**src/rtl/mole_round_ctrl.sv**
```systemverilog
// Whack-a-mole round controller: sequences mole appearances, times the visible
// and hidden phases from a tick strobe, scores hits, counts misses and ends the
// game after a configurable number of misses.
module mole_round_ctrl #(
  parameter int unsigned UP_TICKS   = 32,  // base visible time in ticks (4..255)
  parameter int unsigned DOWN_TICKS = 8,   // hidden gap in ticks (1..255)
  parameter int unsigned MAX_MISSES = 5    // misses that end the game (1..15)
) (
  input  logic       i_clk,
  input  logic       i_rst_n,
  input  logic       i_tick,
  input  logic       i_start,
  input  logic [1:0] i_difficulty,
  input  logic       i_whack_valid,
  input  logic [2:0] i_whack_pos,
  input  logic [2:0] i_mole_pos,
  output logic       o_change_position,
  output logic       o_mole_visible,
  output logic       o_hit,
  output logic [7:0] o_score,
  output logic [3:0] o_misses,
  output logic       o_game_over
);

  typedef enum logic [2:0] {
    S_IDLE,
    S_SPAWN,
    S_UP,
    S_DOWN,
    S_OVER
  } state_t;

  localparam logic [7:0] UP_BASE    = 8'(UP_TICKS);
  localparam logic [7:0] DOWN_LOAD  = 8'(DOWN_TICKS);
  localparam logic [3:0] MISS_LIMIT = 4'(MAX_MISSES);

  state_t     r_state;
  logic [7:0] r_timer;
  logic       r_change_position;
  logic       r_mole_visible;
  logic       r_hit;
  logic [7:0] r_score;
  logic [3:0] r_misses;
  logic       r_game_over;

  logic [7:0] w_up_load;
  logic       w_whack_hit;
  logic [3:0] w_misses_inc;

  // Difficulty-scaled visible time, kept at least one tick so an expiry can always happen.
  always_comb begin
    // NOTE: every combinational output gets a default first so no latch is inferred.
    w_up_load = UP_BASE >> i_difficulty;
    if (w_up_load == 8'd0) begin
      w_up_load = 8'd1;
    end
  end

  assign w_whack_hit  = i_whack_valid && (i_whack_pos == i_mole_pos);
  assign w_misses_inc = r_misses + 4'd1;

  // Round state machine; all outputs are registered alongside the state.
  always_ff @(posedge i_clk or negedge i_rst_n) begin
    if (!i_rst_n) begin
      r_state           <= S_IDLE;
      r_timer           <= 8'd0;
      r_change_position <= 1'b0;
      r_mole_visible    <= 1'b0;
      r_hit             <= 1'b0;
      r_score           <= 8'd0;
      r_misses          <= 4'd0;
      r_game_over       <= 1'b0;
    end else begin
      // NOTE: non-blocking updates throughout; pulse outputs default low and are
      // raised only on the transition that owns them.
      r_change_position <= 1'b0;
      r_hit             <= 1'b0;

      case (r_state)
        S_IDLE, S_OVER: begin
          if (i_start) begin
            r_score           <= 8'd0;
            r_misses          <= 4'd0;
            r_game_over       <= 1'b0;
            r_change_position <= 1'b1;
            r_state           <= S_SPAWN;
          end
        end

        S_SPAWN: begin
          // Ticks in this cycle are deliberately not counted.
          r_timer        <= w_up_load;
          r_mole_visible <= 1'b1;
          r_state        <= S_UP;
        end

        S_UP: begin
          if (w_whack_hit) begin
            // A hit wins over a simultaneous expiry.
            r_hit          <= 1'b1;
            if (r_score != 8'hFF) begin
              r_score <= r_score + 8'd1;
            end
            r_timer        <= DOWN_LOAD;
            r_mole_visible <= 1'b0;
            r_state        <= S_DOWN;
          end else if (i_tick) begin
            if (r_timer == 8'd1) begin
              r_misses       <= w_misses_inc;
              r_mole_visible <= 1'b0;
              if (w_misses_inc == MISS_LIMIT) begin
                r_timer     <= 8'd0;
                r_game_over <= 1'b1;
                r_state     <= S_OVER;
              end else begin
                r_timer <= DOWN_LOAD;
                r_state <= S_DOWN;
              end
            end else begin
              r_timer <= r_timer - 8'd1;
            end
          end
        end

        S_DOWN: begin
          if (i_tick) begin
            if (r_timer == 8'd1) begin
              r_change_position <= 1'b1;
              r_state           <= S_SPAWN;
            end else begin
              r_timer <= r_timer - 8'd1;
            end
          end
        end

        default: begin
          r_state <= S_IDLE;
        end
      endcase
    end
  end

  assign o_change_position = r_change_position;
  assign o_mole_visible    = r_mole_visible;
  assign o_hit             = r_hit;
  assign o_score           = r_score;
  assign o_misses          = r_misses;
  assign o_game_over       = r_game_over;

endmodule

```
**config.mk**
```make
export PLATFORM = sky130hd
export DESIGN_NAME = mole_round_ctrl
export DESIGN_NICKNAME = d
export VERILOG_FILES = /design/src/rtl/mole_round_ctrl.sv
export SDC_FILE = /design/constraint.sdc
export NUM_CORES = 1
export LEC_CHECK = 0
export BUFFER_PORTS_ARGS = -buffer_cell sky130_fd_sc_hd__buf_2
export CELL_PAD_IN_SITES_DETAIL_PLACEMENT = 0
export CELL_PAD_IN_SITES_GLOBAL_PLACEMENT = 2
export CORE_ASPECT_RATIO = 1.5
export CORE_UTILIZATION = 33
export DETAILED_ROUTE_END_ITERATION = 16
export PLACE_DENSITY_LB_ADDON = 0.08
export SLEW_MARGIN = 10
export SYNTH_ARGS = -nofsm -noshare
export SYNTH_HDL_FRONTEND = slang
export SYNTH_SLANG_ARGS = --single-unit
```
**constraint.sdc**
```tcl
create_clock -name i_clk -period 2.6 [get_ports i_clk]
set_input_delay 0 -clock i_clk [delete_from_list [all_inputs] [get_ports i_clk]]
set_output_delay 0 -clock i_clk [all_outputs]
set_load 0.005 [all_outputs]
```
Word level (Yosys, flattened, before mapping)
Cells that the tools add are included.

Register bits after elaboration: 27. Bits of input ports: 13. Output and inout bits: 16. Word-level logic and storage cells: 86.

Add/sub/neg operators: 3. Eq/ne operators: 20. Shift operators: 1. Mux-type cells: 41. Reduce and logical (&&, ||, !) cells: 13.

Operator list (number): $mux W8 (9); $pmux W8 S3 (1); $mux W3 (7); $mux W4 (5); $ne A2 B2 Y1 const B (10); $pmux W8 S2 (1); $mux W1 (13); $pmux W3 S4 (1); $reduce_and A5 Y1 (2); $add A8 B1 Y8 const B (1); $eq A8 B1 Y1 const B (1); $logic_not A8 Y1 (1); $ne A8 B8 Y1 const B (1); $pmux W4 S2 (1); $reduce_and A4 Y1 (2); $shr A6 B2 Y8 const A (1); $sub A8 B1 Y8 const B (1); $eq A3 B2 Y1 const B (2); $ne A3 B3 Y1 const B (2); $pmux W1 S2 (3); $reduce_and A6 Y1 (1); $add A4 B1 Y4 const B (1); $eq A4 B3 Y1 const B (1); $reduce_bool A2 Y1 (2); 8 further kinds (8).

Depth between registers and ports, before layout
Depth after elaboration: 7. Gate-level depth with buffers: 8.

Least setup slack after synthesis
OpenSTA, ideal clock, no wires.

Kind: register to register. Start: reg r_timer[1]. End: reg r_timer[3]. Library setup time: 121 ps. Arrival time: 1796 ps. Required time: 2479 ps. Setup slack: 683 ps. Cell stages (with the launch flop): 8. Buffers on the path: 0. Period minus slack after synthesis: 1917 ps. Path through: dfrtp_1 inv_1 ha_1 or4b_4 nor3_2 o41ai_1 a311o_1 a22o_1.

Word-level cells in the longest chain between the ends: 5.

RTL lines: start: declaration (RTL line 38) `logic [7:0] r_timer;`; start signal: assignment (RTL line 92) `r_timer <= w_up_load;`; start signal: assignment (RTL line 120) `r_timer <= r_timer - 8'd1;`; start signal: assignment (RTL line 131) `r_timer <= r_timer - 8'd1;`; $sub A8 B1 Y8 or $eq A8 B1 Y1 (tied branches); $mux W8 (RTL line 108) `if (r_timer == 8'd1) begin`; $mux W8 (RTL line 107) `end else if (i_tick) begin`; $mux W8 (RTL line 98) `if (w_whack_hit) begin`; $pmux W8 S3 (RTL line 79) `case (r_state)`.

Several ways; a longest one is shown, not always the timed one. The select of a mux whose other input is x is not followed. A chain may end at the register's enable or synchronous reset.

Worst setup path after layout
Start: reg r_timer[1]. End: reg r_timer[7].

Same word-level chain as after synthesis.

==> run_results.csv <==
group,metric,value,unit
setup_path,cp_max_fo,13,
synth,synth_top_flop_cell,"dfrtp_1",
final_layout,diodes,0,
hold_path,hold_path.class,"primary input to register",
global_routing,use_met3,2.17,%
route,vias,1572,
power_and_ir_drop,comb_power_share,44.8,%
global_routing,grt_pass1_wl,7600,um
setup_path,cp.required,2.78,ns
place,gp_congestion,0.788,
place,port_buffers,28,
timing,setup_viol,0,
global_routing,grt_pass1_vias,1577,
synth,synth_cells,190,
route,dr.pass1.iters,4,
floorplan,pin_count,29,
setup_path,worstSetupEndpointType,"register",
setup_path,arrival,2.34,ns
floorplan,die_w,60.2,um
cts,cts_tree,"built",
global_routing,gr-max-usage-layer,"met2",
synth,synth_seq_cells,27,
setup_path,timing.setup.critical_path_class,"register to register",
setup_path,crit_path_start_kind,"register",
synth,netlist_area,0.00168,mm2
synth,yosys-top-cells-count,"dfrtp_1 (27), nand2_1 (23), nor2_1 (21)",
synth,syn_nets,208,
outcome,status,"finished clean",
power_and_ir_drop,seq_power_share,40.1,%
global_routing,grt_max_degree,28,
synth,syn_area_per_cell,8.83,um2
route,drc,0,
final_layout,nets,241,
global_routing,track_usage,18.8,%
final_layout,synthToLayoutAreaGrowth,17.7,%
timing,finClkSkew,0.00828,ns
route,antenna_left,0,
cts,clk_path_buf_depth,2,
synth,ys_warn_count,0,
synth,synth_area_leader_cell,"dfrtp_1",
timing,max_freq,464,MHz
power_and_ir_drop,irDropWorstVdd,0.398,mV
global_routing,grt-ovfl-total,0,
floorplan,die_h,89.3,um
final_layout,post_route_cells_drive_above_1_share,19.8,%
synth,seq_area_frac_synth,40.3,%
cts,clock-root-buffer,"clkbuf_8",
power_and_ir_drop,power_leakage,0.903,nW
power_and_ir_drop,p_sw,720,uW
route,wirelength,4570,um
floorplan,start_util,34.6,%
synth,synthTopCellsByArea,"dfrtp_1 (40%), nand2_1 (5.1%), nor2_1 (4.7%)",
job,cap_viol_max_count,0,
floorplan,dieArea,0.00538,mm2
power_and_ir_drop,swShare,42.7,%
cts,clkTransAtPathRegs,0.11,ns
global_routing,grt_use_met1,22.5,%
timing,hold_violations,0,
floorplan,core-area,0.00485,mm2
cts,worstSkewPairLatency,0.28,ns
power_and_ir_drop,p_int,966,uW
global_routing,antenna_found_initial,0,
timing,slew_violations,0,
synth,synth_top_area_share,40.3,%
place,hpwl,3440,um
route,viasPerCell,5.46,
timing,maxSlewHeadroom,55.4,%
timing,rsz0062_at_grt,"no",
global_routing,met2_usage,34.1,%
synth,synth.most_common_cell,"dfrtp_1",
timing,finalCriticalPeriod,2.16,ns
route,drtIter0Drc,94,
cts,h-tree-depth,1,
power_and_ir_drop,power_density,854,mW/mm2
power_and_ir_drop,clockPowerShare,15.0,%
synth,synth_cell_type_count,48,
timing,tns,0,ns
route,wl_per_cell,15.9,um
cts,cts.repair.resized,0,
timing,worst_pin_slew,0.664,ns
cts,clock_sinks,27,
floorplan,num_rows,31,
timing,period_share,82.9,%
synth,async_reset_ff_share,100,%
synth,synth_edf_count,0,
cts,cts_buffers,3,
final_layout,utilization,40.7,%
## routing by layer
layer | vias to the layer above | wire length (um)
met2 | 29 | 2500
met1 | 775 | 1890
met3 | 4 | 139
met4 | 0 | 42
li1 | 764 | -
met5 | - | 0
## registers in the layout, indices dropped and copies added (netlist names)
signal,count
o_score,8
r_timer,8
r_state,3
o_mole_visible,1
o_game_over,1
o_misses,4
o_hit,1
o_change_position,1
## critical path: stages, from the launching register on
cell and delay (ns):
dfrtp_1 0.40, inv_1 0.10, ha_1 0.16, or4b_4 0.48, nor2_2 0.18, o221ai_2 0.27, nor3b_1 0.25, a22o_1 0.22
## power groups by stage
stage | Combinational (mW) | Sequential [mW] | Clock, mW
after floorplan | 0.525 | 0.651 | 0
after global placement | 0.728 | 0.676 | 0
after detailed placement | 0.756 | 0.685 | 0
after CTS | 0.758 | 0.677 | 0.266
after global routing | 0.847 | 0.704 | 0.280
final | 0.756 | 0.676 | 0.253
## worst paths after layout
path                       startpoint           endpoint  slack [ns]  cells past startpoint
max reg2reg                r_timer[1]         r_timer[7]        0.44                      7
max                        r_timer[1]         r_timer[7]        0.44                      7
min in group asynchronous     i_rst_n         o_score[5]        0.27                      2
min                            i_tick  o_change_position        0.06                      3
min reg2reg                o_score[2]         o_score[2]        0.53                      1
max in group asynchronous     i_rst_n        o_game_over        1.91                      2
## kinds of logic (layout without fill, tap and decap cells)
logic type	after synthesis	after routing	synth area share [%]
flip-flops	27	27	40.3
buffers and inverters	12	44	2.91
multiplexers	3	3	1.79
AO/OA/AOI/OAI	46	46	19.2
XOR/XNOR	7	7	3.65
AND/OR/NAND/NOR	90	90	28.4
adder cells (fa/ha/maj)	5	5	3.73
## final cells by class
type | instances | area, um2
clock buffer | 3 | 41.3
clock inverter | 1 | 7.51
fill | 505 | 2870
inverter | 5 | 18.8
multi-input combinational | 151 | 953
sequential | 27 | 676
tap | 66 | 82.6
timing repair buffer | 35 | 195
## stage by stage
stage | cell area [um2] | setup WS (ns) | hold WS, ns | std cells | power, mW
after floorplan | 1680 | 0.683 | -0.296 | 190 | 1.18
after global placement | 1920 | 0.530 | 0.0585 | 283 | 1.40
after detailed placement | 1920 | 0.449 | 0.0678 | 283 | 1.44
after CTS | 1970 | 0.436 | 0.0507 | 288 | 1.70
after global routing | 1970 | 0.300 | 0.0734 | 288 | 1.83
final | 1970 | 0.444 | 0.0600 | 288 | 1.69
## cell usage in the layout, fill, tap and decap left out, types with 3 or more instances in the layout
master / count
buf_4: 6
nand3_1: 6
buf_2: 28
a21oi_1: 6
o21ai_0: 11
nor3_1: 8
dfrtp_1: 27
a22o_1: 6
o31ai_1: 3
ha_1: 5
mux2i_1: 3
clkbuf_8: 3
or3_1: 3
inv_1: 5
and3_1: 3
nor2_1: 21
nand2_1: 23
xnor2_1: 7
nor4_1: 3
nand3b_1: 3
nor2b_1: 3
## repair_timing
| action | in CTS | in global routing |
|---|---|---|
| buffers inserted | 0 | 0 |
| endpoints found under the hold margin | 27 | 0 |
| hold buffers | 1 | 0 |
No activity file was read; power rests on OpenSTA's default activity.
